## config.mk

```make
export PLATFORM = sky130hd
export DESIGN_NAME = dcache_controller_flat
export DESIGN_NICKNAME = d
export VERILOG_FILES = /design/src/rtl/dcache_controller_if.sv /design/src/rtl/dcache_controller.sv /design/src/flat_wrapper.sv
export SDC_FILE = /design/constraint.sdc
export NUM_CORES = 2
export LEC_CHECK = 0
export BUFFER_PORTS_ARGS = -buffer_cell sky130_fd_sc_hd__clkbuf_2
export CORE_AREA = 2 2 469 471
export DETAILED_ROUTE_END_ITERATION = 16
export DIE_AREA = 0 0 471 473
export HOLD_SLACK_MARGIN = 0.12
export PLACE_DENSITY = 0.34
export SETUP_SLACK_MARGIN = 0.3
export SYNTH_ARGS = -nofsm -noshare
export SYNTH_HDL_FRONTEND = slang
export SYNTH_SLANG_ARGS = --single-unit
export TNS_END_PERCENT = 1
```

## constraint.sdc

```tcl
create_clock -name clk_i -period 7.9 [get_ports clk_i]
set_input_delay 0.395 -clock clk_i [delete_from_list [all_inputs] [get_ports clk_i]]
set_output_delay 0.395 -clock clk_i [all_outputs]
set_load 0.005 [all_outputs]
```

## src/rtl/dcache_controller_if.sv

```systemverilog
// CPU, memory and SRAM signal bundle of the data-cache controller.
// master = controller view; slave = CPU/memory/SRAM view.
interface dcache_controller_if;
  logic         cpu_req_i;
  logic         cpu_write_i;
  logic [31:0]  cpu_addr_i;
  logic [31:0]  cpu_data_i;
  logic [31:0]  cpu_data_o;
  logic         cpu_stall_o;
  logic         mem_enable_o;
  logic         mem_write_o;
  logic [31:0]  mem_addr_o;
  logic [255:0] mem_data_o;
  logic [255:0] mem_data_i;
  logic         mem_ack_i;
  logic         sram_enable_o;
  logic         sram_write_o;
  logic [3:0]   sram_addr_o;
  logic [24:0]  sram_tag_o;
  logic [255:0] sram_data_o;
  logic [24:0]  sram_tag_i;
  logic [255:0] sram_data_i;
  logic         sram_hit_i;

  modport master (
    input  cpu_req_i, cpu_write_i, cpu_addr_i, cpu_data_i,
           mem_data_i, mem_ack_i, sram_tag_i, sram_data_i, sram_hit_i,
    output cpu_data_o, cpu_stall_o, mem_enable_o, mem_write_o, mem_addr_o,
           mem_data_o, sram_enable_o, sram_write_o, sram_addr_o, sram_tag_o,
           sram_data_o
  );

  modport slave (
    output cpu_req_i, cpu_write_i, cpu_addr_i, cpu_data_i,
           mem_data_i, mem_ack_i, sram_tag_i, sram_data_i, sram_hit_i,
    input  cpu_data_o, cpu_stall_o, mem_enable_o, mem_write_o, mem_addr_o,
           mem_data_o, sram_enable_o, sram_write_o, sram_addr_o, sram_tag_o,
           sram_data_o
  );
endinterface

```

## src/rtl/dcache_controller.sv

```systemverilog
// Data-cache controller: hit path to the 2-way SRAM plus the miss FSM
// (dirty writeback, line refill, SRAM fill) that stalls the CPU until replay.
module dcache_controller (
  input  logic              clk_i,
  input  logic              rst_i,
  dcache_controller_if.master bus
);
  localparam int unsigned TAG_W  = 23;
  localparam int unsigned IDX_W  = 4;
  localparam int unsigned OFF_W  = 3;
  localparam int unsigned WORD_W = 32;
  localparam int unsigned LINE_W = 256;

  localparam logic [2:0] S_IDLE      = 3'd0;
  localparam logic [2:0] S_MISS      = 3'd1;
  localparam logic [2:0] S_WRITEBACK = 3'd2;
  localparam logic [2:0] S_REFILL    = 3'd3;
  localparam logic [2:0] S_FILL      = 3'd4;

  logic [2:0]        state, state_nx;
  logic [TAG_W-1:0]  victim_tag;
  logic [LINE_W-1:0] victim_line;
  logic [LINE_W-1:0] refill_line;
  logic [LINE_W-1:0] merged_line;

  logic [TAG_W-1:0]  cpu_tag;
  logic [IDX_W-1:0]  cpu_idx;
  logic [OFF_W-1:0]  cpu_off;

  assign cpu_tag = bus.cpu_addr_i[31:9];
  assign cpu_idx = bus.cpu_addr_i[8:5];
  assign cpu_off = bus.cpu_addr_i[4:2];

  // Hit line with the addressed word replaced by the store data.
  always_comb begin
    merged_line = bus.sram_data_i;
    merged_line[{cpu_off, 5'b00000} +: WORD_W] = bus.cpu_data_i;
  end

  always_ff @(posedge clk_i) begin
    if (rst_i) begin
      state       <= S_IDLE;
      victim_tag  <= '0;
      victim_line <= '0;
      refill_line <= '0;
    end else begin
      state <= state_nx;
      if (state == S_MISS) begin
        victim_tag  <= bus.sram_tag_i[TAG_W-1:0];
        victim_line <= bus.sram_data_i;
      end
      if (state == S_REFILL && bus.mem_ack_i) begin
        refill_line <= bus.mem_data_i;
      end
    end
  end

  always_comb begin
    state_nx          = state;
    bus.cpu_data_o    = '0;
    bus.cpu_stall_o   = 1'b1;
    bus.mem_enable_o  = 1'b0;
    bus.mem_write_o   = 1'b0;
    bus.mem_addr_o    = '0;
    bus.mem_data_o    = '0;
    bus.sram_enable_o = 1'b1;
    bus.sram_write_o  = 1'b0;
    bus.sram_addr_o   = cpu_idx;
    bus.sram_tag_o    = {2'b00, cpu_tag};
    bus.sram_data_o   = '0;

    case (state)
      S_IDLE: begin
        bus.sram_enable_o = bus.cpu_req_i;
        bus.cpu_stall_o   = bus.cpu_req_i & ~bus.sram_hit_i;
        if (bus.cpu_req_i && bus.sram_hit_i) begin
          if (bus.cpu_write_i) begin
            bus.sram_write_o = 1'b1;
            bus.sram_data_o  = merged_line;
            bus.sram_tag_o   = {2'b11, cpu_tag};
          end else begin
            bus.cpu_data_o = bus.sram_data_i[{cpu_off, 5'b00000} +: WORD_W];
          end
        end else if (bus.cpu_req_i) begin
          state_nx = S_MISS;
        end
      end
      S_MISS: begin
        // Only a valid and dirty victim needs to go back to memory.
        state_nx = (bus.sram_tag_i[24] && bus.sram_tag_i[23]) ? S_WRITEBACK : S_REFILL;
      end
      S_WRITEBACK: begin
        bus.mem_enable_o = 1'b1;
        bus.mem_write_o  = 1'b1;
        bus.mem_addr_o   = {victim_tag, cpu_idx, 5'b00000};
        bus.mem_data_o   = victim_line;
        if (bus.mem_ack_i) state_nx = S_REFILL;
      end
      S_REFILL: begin
        bus.mem_enable_o = 1'b1;
        bus.mem_addr_o   = {cpu_tag, cpu_idx, 5'b00000};
        if (bus.mem_ack_i) state_nx = S_FILL;
      end
      S_FILL: begin
        bus.sram_write_o = 1'b1;
        bus.sram_data_o  = refill_line;
        bus.sram_tag_o   = {2'b10, cpu_tag};
        state_nx         = S_IDLE;
      end
      default: state_nx = S_IDLE;
    endcase
  end
endmodule

```

## src/flat_wrapper.sv

```systemverilog
// flat-port wrapper written by rule: the top's interface ports become plain ports
module dcache_controller_flat 
  (clk_i, rst_i, bus_cpu_req_i, bus_cpu_write_i, bus_cpu_addr_i, bus_cpu_data_i, bus_mem_data_i, bus_mem_ack_i, bus_sram_tag_i, bus_sram_data_i, bus_sram_hit_i, bus_cpu_data_o, bus_cpu_stall_o, bus_mem_enable_o, bus_mem_write_o, bus_mem_addr_o, bus_mem_data_o, bus_sram_enable_o, bus_sram_write_o, bus_sram_addr_o, bus_sram_tag_o, bus_sram_data_o);
  dcache_controller_if bus_i ();
  input  logic clk_i;
  input  logic rst_i;
  input wire logic [$bits(bus_i.cpu_req_i)-1:0] bus_cpu_req_i;
  input wire logic [$bits(bus_i.cpu_write_i)-1:0] bus_cpu_write_i;
  input wire logic [$bits(bus_i.cpu_addr_i)-1:0] bus_cpu_addr_i;
  input wire logic [$bits(bus_i.cpu_data_i)-1:0] bus_cpu_data_i;
  input wire logic [$bits(bus_i.mem_data_i)-1:0] bus_mem_data_i;
  input wire logic [$bits(bus_i.mem_ack_i)-1:0] bus_mem_ack_i;
  input wire logic [$bits(bus_i.sram_tag_i)-1:0] bus_sram_tag_i;
  input wire logic [$bits(bus_i.sram_data_i)-1:0] bus_sram_data_i;
  input wire logic [$bits(bus_i.sram_hit_i)-1:0] bus_sram_hit_i;
  output wire logic [$bits(bus_i.cpu_data_o)-1:0] bus_cpu_data_o;
  output wire logic [$bits(bus_i.cpu_stall_o)-1:0] bus_cpu_stall_o;
  output wire logic [$bits(bus_i.mem_enable_o)-1:0] bus_mem_enable_o;
  output wire logic [$bits(bus_i.mem_write_o)-1:0] bus_mem_write_o;
  output wire logic [$bits(bus_i.mem_addr_o)-1:0] bus_mem_addr_o;
  output wire logic [$bits(bus_i.mem_data_o)-1:0] bus_mem_data_o;
  output wire logic [$bits(bus_i.sram_enable_o)-1:0] bus_sram_enable_o;
  output wire logic [$bits(bus_i.sram_write_o)-1:0] bus_sram_write_o;
  output wire logic [$bits(bus_i.sram_addr_o)-1:0] bus_sram_addr_o;
  output wire logic [$bits(bus_i.sram_tag_o)-1:0] bus_sram_tag_o;
  output wire logic [$bits(bus_i.sram_data_o)-1:0] bus_sram_data_o;
  assign bus_i.cpu_req_i = bus_cpu_req_i;
  assign bus_i.cpu_write_i = bus_cpu_write_i;
  assign bus_i.cpu_addr_i = bus_cpu_addr_i;
  assign bus_i.cpu_data_i = bus_cpu_data_i;
  assign bus_i.mem_data_i = bus_mem_data_i;
  assign bus_i.mem_ack_i = bus_mem_ack_i;
  assign bus_i.sram_tag_i = bus_sram_tag_i;
  assign bus_i.sram_data_i = bus_sram_data_i;
  assign bus_i.sram_hit_i = bus_sram_hit_i;
  assign bus_cpu_data_o = bus_i.cpu_data_o;
  assign bus_cpu_stall_o = bus_i.cpu_stall_o;
  assign bus_mem_enable_o = bus_i.mem_enable_o;
  assign bus_mem_write_o = bus_i.mem_write_o;
  assign bus_mem_addr_o = bus_i.mem_addr_o;
  assign bus_mem_data_o = bus_i.mem_data_o;
  assign bus_sram_enable_o = bus_i.sram_enable_o;
  assign bus_sram_write_o = bus_i.sram_write_o;
  assign bus_sram_addr_o = bus_i.sram_addr_o;
  assign bus_sram_tag_o = bus_i.sram_tag_o;
  assign bus_sram_data_o = bus_i.sram_data_o;
  dcache_controller u_core (.clk_i(clk_i), .rst_i(rst_i), .bus(bus_i));
endmodule
```

# Yosys cells after proc, flatten, opt, wreduce, memory -nomap -nowiden
# Cells that the tools add are included.
# word_totals
in_bits,607
ff_bits,538
out_inout_bits,610
# classes
reduce_logical,6
shift,3
bitwise_logic,2
add_sub_neg,1
n_eq_ne,8
mux,25
# ops
operator,count
256-bit two-way mux,3
256-bit case mux with 2 select lines,1
256-bit bitwise mux,1
32-bit by 10-bit variable shift with 256-bit output (first input constant),1
256-bit by 9-bit indexed part select with 32-bit output,1
32-bit by 10-bit indexed part select with 256-bit output,1
32-bit two-way mux,3
32-bit case mux with 2 select lines,1
25-bit two-way mux,2
25-bit case mux with 2 select lines,1
3-bit two-way mux,4
3-bit case mux with 4 select lines,1
8-bit negation with 10-bit output,1
2-bit != test (second input constant),4
1-bit two-way mux,7
3-bit by 2-bit equality test with 1-bit output (second input constant),2
4-bit AND reduction,1
3-bit by 1-bit equality test with 1-bit output (second input constant),1
3-bit equality test (second input constant),1
1-bit logical AND,3
3-bit logical NOT,1
1-bit case mux with 2 select lines,1
2-bit OR reduction,1
1-bit AND,1
1-bit inverter,1

# Depth between registers and ports, before layout
# logic_depth
word_depth,6
depth_mapped,13
depth_no_buf,7

# Least setup slack after synthesis
# OpenSTA, ideal clock, no wires.
# synth_timing
kind,input to output
start,input port bus_cpu_addr_i[2]
end,output port bus_sram_data_o[199]
path_buffers,5
arrival_time_ps,2988
required_time_ps,7505
stages,12
slack_ps,4517
path_cell_list,buf_6 > buf_2 > buf_2 > inv_1 > ha_1 > ha_1 > clkbuf_1 > nand3b_1 > nor3_1 > clkbuf_1 > a222oi_1 > nor3_1
# synth_between
elab_chain_cells,6
# synth_rtl
element,line,rtl
"start, declared",flat_wrapper.sv:9,input wire logic [$bits(bus_i.cpu_addr_i)-1:0] bus_cpu_addr_i;
8-bit negation with 10-bit output *,dcache_controller.sv:37,"merged_line[{cpu_off, 5'b00000} +: WORD_W] = bus.cpu_data_i;"
32-bit by 10-bit indexed part select with 256-bit output or 32-bit by 10-bit variable shift with 256-bit output (tied branches),dcache_controller.sv:37,
256-bit bitwise mux *,dcache_controller.sv:37,
256-bit two-way mux *,dcache_controller.sv:77,if (bus.cpu_write_i) begin
256-bit two-way mux *,dcache_controller.sv:76,if (bus.cpu_req_i && bus.sram_hit_i) begin
256-bit case mux with 2 select lines *,dcache_controller.sv:72,case (state)
"end, declared",flat_wrapper.sv:26,output wire logic [$bits(bus_i.sram_data_o)-1:0] bus_sram_data_o;
# Mark *: on every way between the ends. The rest lies on a longest branch, timed or not.

# Worst setup path after layout
# layout_timing
start,register u_core.state[0]
end,output port bus_sram_data_o[63]
# layout_between
elab_chain_cells,2
# layout_rtl
element,line,rtl
"start, declared",dcache_controller.sv:20,"logic [2:0] state, state_nx;"
"start signal, assigned",dcache_controller.sv:47,state <= state_nx;
3-bit equality test or 3-bit logical NOT (tied branches),dcache_controller.sv:72,
256-bit case mux with 2 select lines *,dcache_controller.sv:72,
# Marks and branches as above.

==> run metrics <==
run status=finished clean; CP Class=reg -> out; Gate power share=21.5%; core area=218000 µm²; CTS Hold Bufs=510; TritonCTS clock tree=built; Final min period=4.64 ns; fin cells=8119; die width=471 µm; Sink Count=538; Setup Skew=0.0314 ns; share of cells above drive strength 1=29.2%; CP startpoint=u_core.state[0]$_SDFFE_PP0P_; largest net degree at the start of global routing=156; antenna-violating nets left=0; hold_sp=rst_i; initial antenna violation count=170; Synth Warn #=0; WL final=298000 µm; Critical Path End=bus_sram_data_o[63]; Placer Congestion=0.892; worst reg-to-reg setup slack=4.29 ns; r2r worst-path depth=7; Nets=5733; synth cell count leaders=1141 x nand2_1, 553 x a21oi_1, 538 x dfxtp_1, 292 x and2_1, 291 x clkbuf_1; Synth Flop Type=dfxtp_1; drc violations=0; share of the synthesized area in the top cell type=39.6%; total CTS buffers=79; Reg area=10800 µm²; synthesized cell area=27200 µm²; area grow syn2layout=61.9%; Die Y=473 µm; dpl cells=7400; Setup-failing EPs final=0; RR Endpoint=u_core.victim_line[118]$_SDFFE_PP0P_; #FFs+latches synth=538; post_cts resized=0; CP Capture Type=output port; WP data required=7.51 ns; MaxCap Viol Count=0; Initial Util=12.5%; CP Buf/Inv Count=3; cell family with most CP delay=simple AND/OR/NAND/NOR gates; biggest cell delay along the critical path=0.93 ns; vias per cell=4.37; FFs w/ async S/R, synth=0%; leakage=18.0 nW; Die ar.=223000 µm²; setup ws final=3.26 ns; area of the multi-input gates=15000 µm²; Critical R2R Launch=u_core.state[0]$_SDFFE_PP0P_; Clock power frac=44.3%; Max VDD drop=0.000162 V; clk buf depth=3; P_int=5.53 mW; Syn Inst Count=3598; sw power=2.93 mW; post-CTS setup buffer count=0; all-layer global routing usage=25.6%; worst slew pin tran=1.44 ns; DR WL/cell=36.8 µm; Max FO, Critical Path=31; final hold violation count=0; pre-CTS WS=3.19 ns; Pwr per Cell Area=192 nW/µm²; Final Max Tran Viols=0; fmax=216 MHz; dominant cell type by area after synthesis=dfxtp_1; Worst-Skew Late Latency=0.73 ns; number of flops mapped to enable cells by yosys=0; slew margin rel.=3.81%; WP depth=7; first-pass GRT wire length=371000 µm; Slowest-stage cell, CP=o21ai_0; RSZ-0062 raised after global routing=false; Seq/Total Area, Yosys=39.6%; Vias=35520; Mean Syn Cell Area=7.56 µm²; vias in the first global route=33865; post-detail-place hpwl=232000 µm; Fin Hold WS=0.171 ns; filler cell count=24876; most frequent CP cell=buf_4; crit-path cells=buf_4 -> nor3b_1 -> nand2_1 -> or3_1 -> buf_4 -> o21ai_0 -> clkbuf_2; PortBufs=1209; Placement Rows=172; Tcrit/Tclk final=58.7%; HP Class=in -> reg; H-tree depth=3; # IOs=1217; Reg clk slew, reported paths=0.06 ns; Sw Share=34.7%; nature of the critical path startpoint=flop; sequential power share=34.2%; crit path DAT=4.24 ns; Fin Setup TNS=0 ns; post-synthesis cell type count=48; total congestion overflow=0; CTS Root Cell=clkbuf_16; drt initial violations=3301; Synth area leaders=dfxtp_1 40%, nand2_1 16%, a21oi_1 10%; drt first pass iters=6; count leader, synth=nand2_1
## layout by cell type, fill, tap and decap left out, types with 33 or more instances in the layout
master / Yosys / final
a21o_1: 34 / 34
a21oi_1: 553 / 552
a221o_1: 62 / 62
a22o_1: 63 / 63
a22oi_1: 145 / 145
and2_1: 292 / 292
buf_4: 33 / 65
clkbuf_16: 0 / 80
clkbuf_2: 0 / 1206
dfxtp_1: 538 / 537
diode_2: 0 / 70
dlygate4sd3_1: 0 / 510
mux4_2: 64 / 64
nand2_1: 1141 / 1141
nand2b_1: 38 / 33
nor2_1: 55 / 50
o21ai_0: 116 / 116
## metal layers
layer,part of all wire [%],up-vias,GRT usage [%]
li1,-,15360,-
met1,42,17733,32.4
met2,45,2032,40.8
met3,9.8,373,8.69
met4,3.1,22,7.97
met5,0.047,-,0
## worst min-delay path by stage
stage	to	slack, ns	depth (start not counted)
6_report	u_core.refill_line[34]$_SDFFE_PP0P_	0.17	2
5_1_grt	u_core.victim_line[62]$_SDFFE_PP0P_	0.14	3
4_1_cts	u_core.victim_line[62]$_SDFFE_PP0P_	0.12	3
3_5_place_dp	u_core.refill_line[31]$_SDFFE_PP0P_	0.44	2
3_3_place_gp	u_core.victim_line[88]$_SDFFE_PP0P_	0.44	2
2_1_floorplan	u_core.refill_line[11]$_SDFFE_PP0P_	0.43	2
## state kept, by name, indices dropped and copies added (netlist names)
| name | flops |
|---|---|
| u_core.victim_line | 256 |
| u_core.state | 3 |
| u_core.refill_line | 256 |
| u_core.victim_tag | 23 |
## stage by stage
| step | utilization, % | total power, mW | cell area (µm²) |
|---|---|---|---|
| 2_1_floorplan | - | 3.50 | 27200 |
| 3_3_place_gp | 16.6 | 4.56 | 36200 |
| 3_5_place_dp | 16.6 | 4.56 | 36200 |
| 4_1_cts | 20.1 | 8.60 | 43900 |
| 5_1_grt | 20.1 | 8.75 | 43900 |
| 6_report | 20.2 | 8.47 | 44100 |
## power groups by stage
stage | clock (mW) | combinational (mW) | sequential, mW
2_1_floorplan | 0 | 0.568 | 2.93
3_3_place_gp | 0 | 1.61 | 2.95
3_5_place_dp | 0 | 1.61 | 2.95
4_1_cts | 3.86 | 1.85 | 2.89
5_1_grt | 3.94 | 1.90 | 2.91
6_report | 3.75 | 1.82 | 2.90
## cell type report
type	instances	area share [%]
flip-flops and latches	538	24.4
inverters	23	0.196
clock inverters	26	0.622
multi-input cells	2687	34.1
repair buffers	1791	26.8
diodes	70	0.398
clock buffers	113	5.23
well taps	2871	8.15
## cell families (layout without fill, tap and decap cells)
family / after synthesis / in the layout / synth area share, %
AOI/OAI and AO/OA: 1003 / 1003 / 22.6
adders and majority gates: 6 / 6 / 0.276
buffers and inverters: 377 / 1953 / 5.85
DFF: 538 / 538 / 39.6
muxes: 87 / 87 / 6.14
other: 1 / 75 / 0.0138
and+or+nand+nor: 1586 / 1586 / 25.6
No activity file was read; power rests on OpenSTA's default activity.
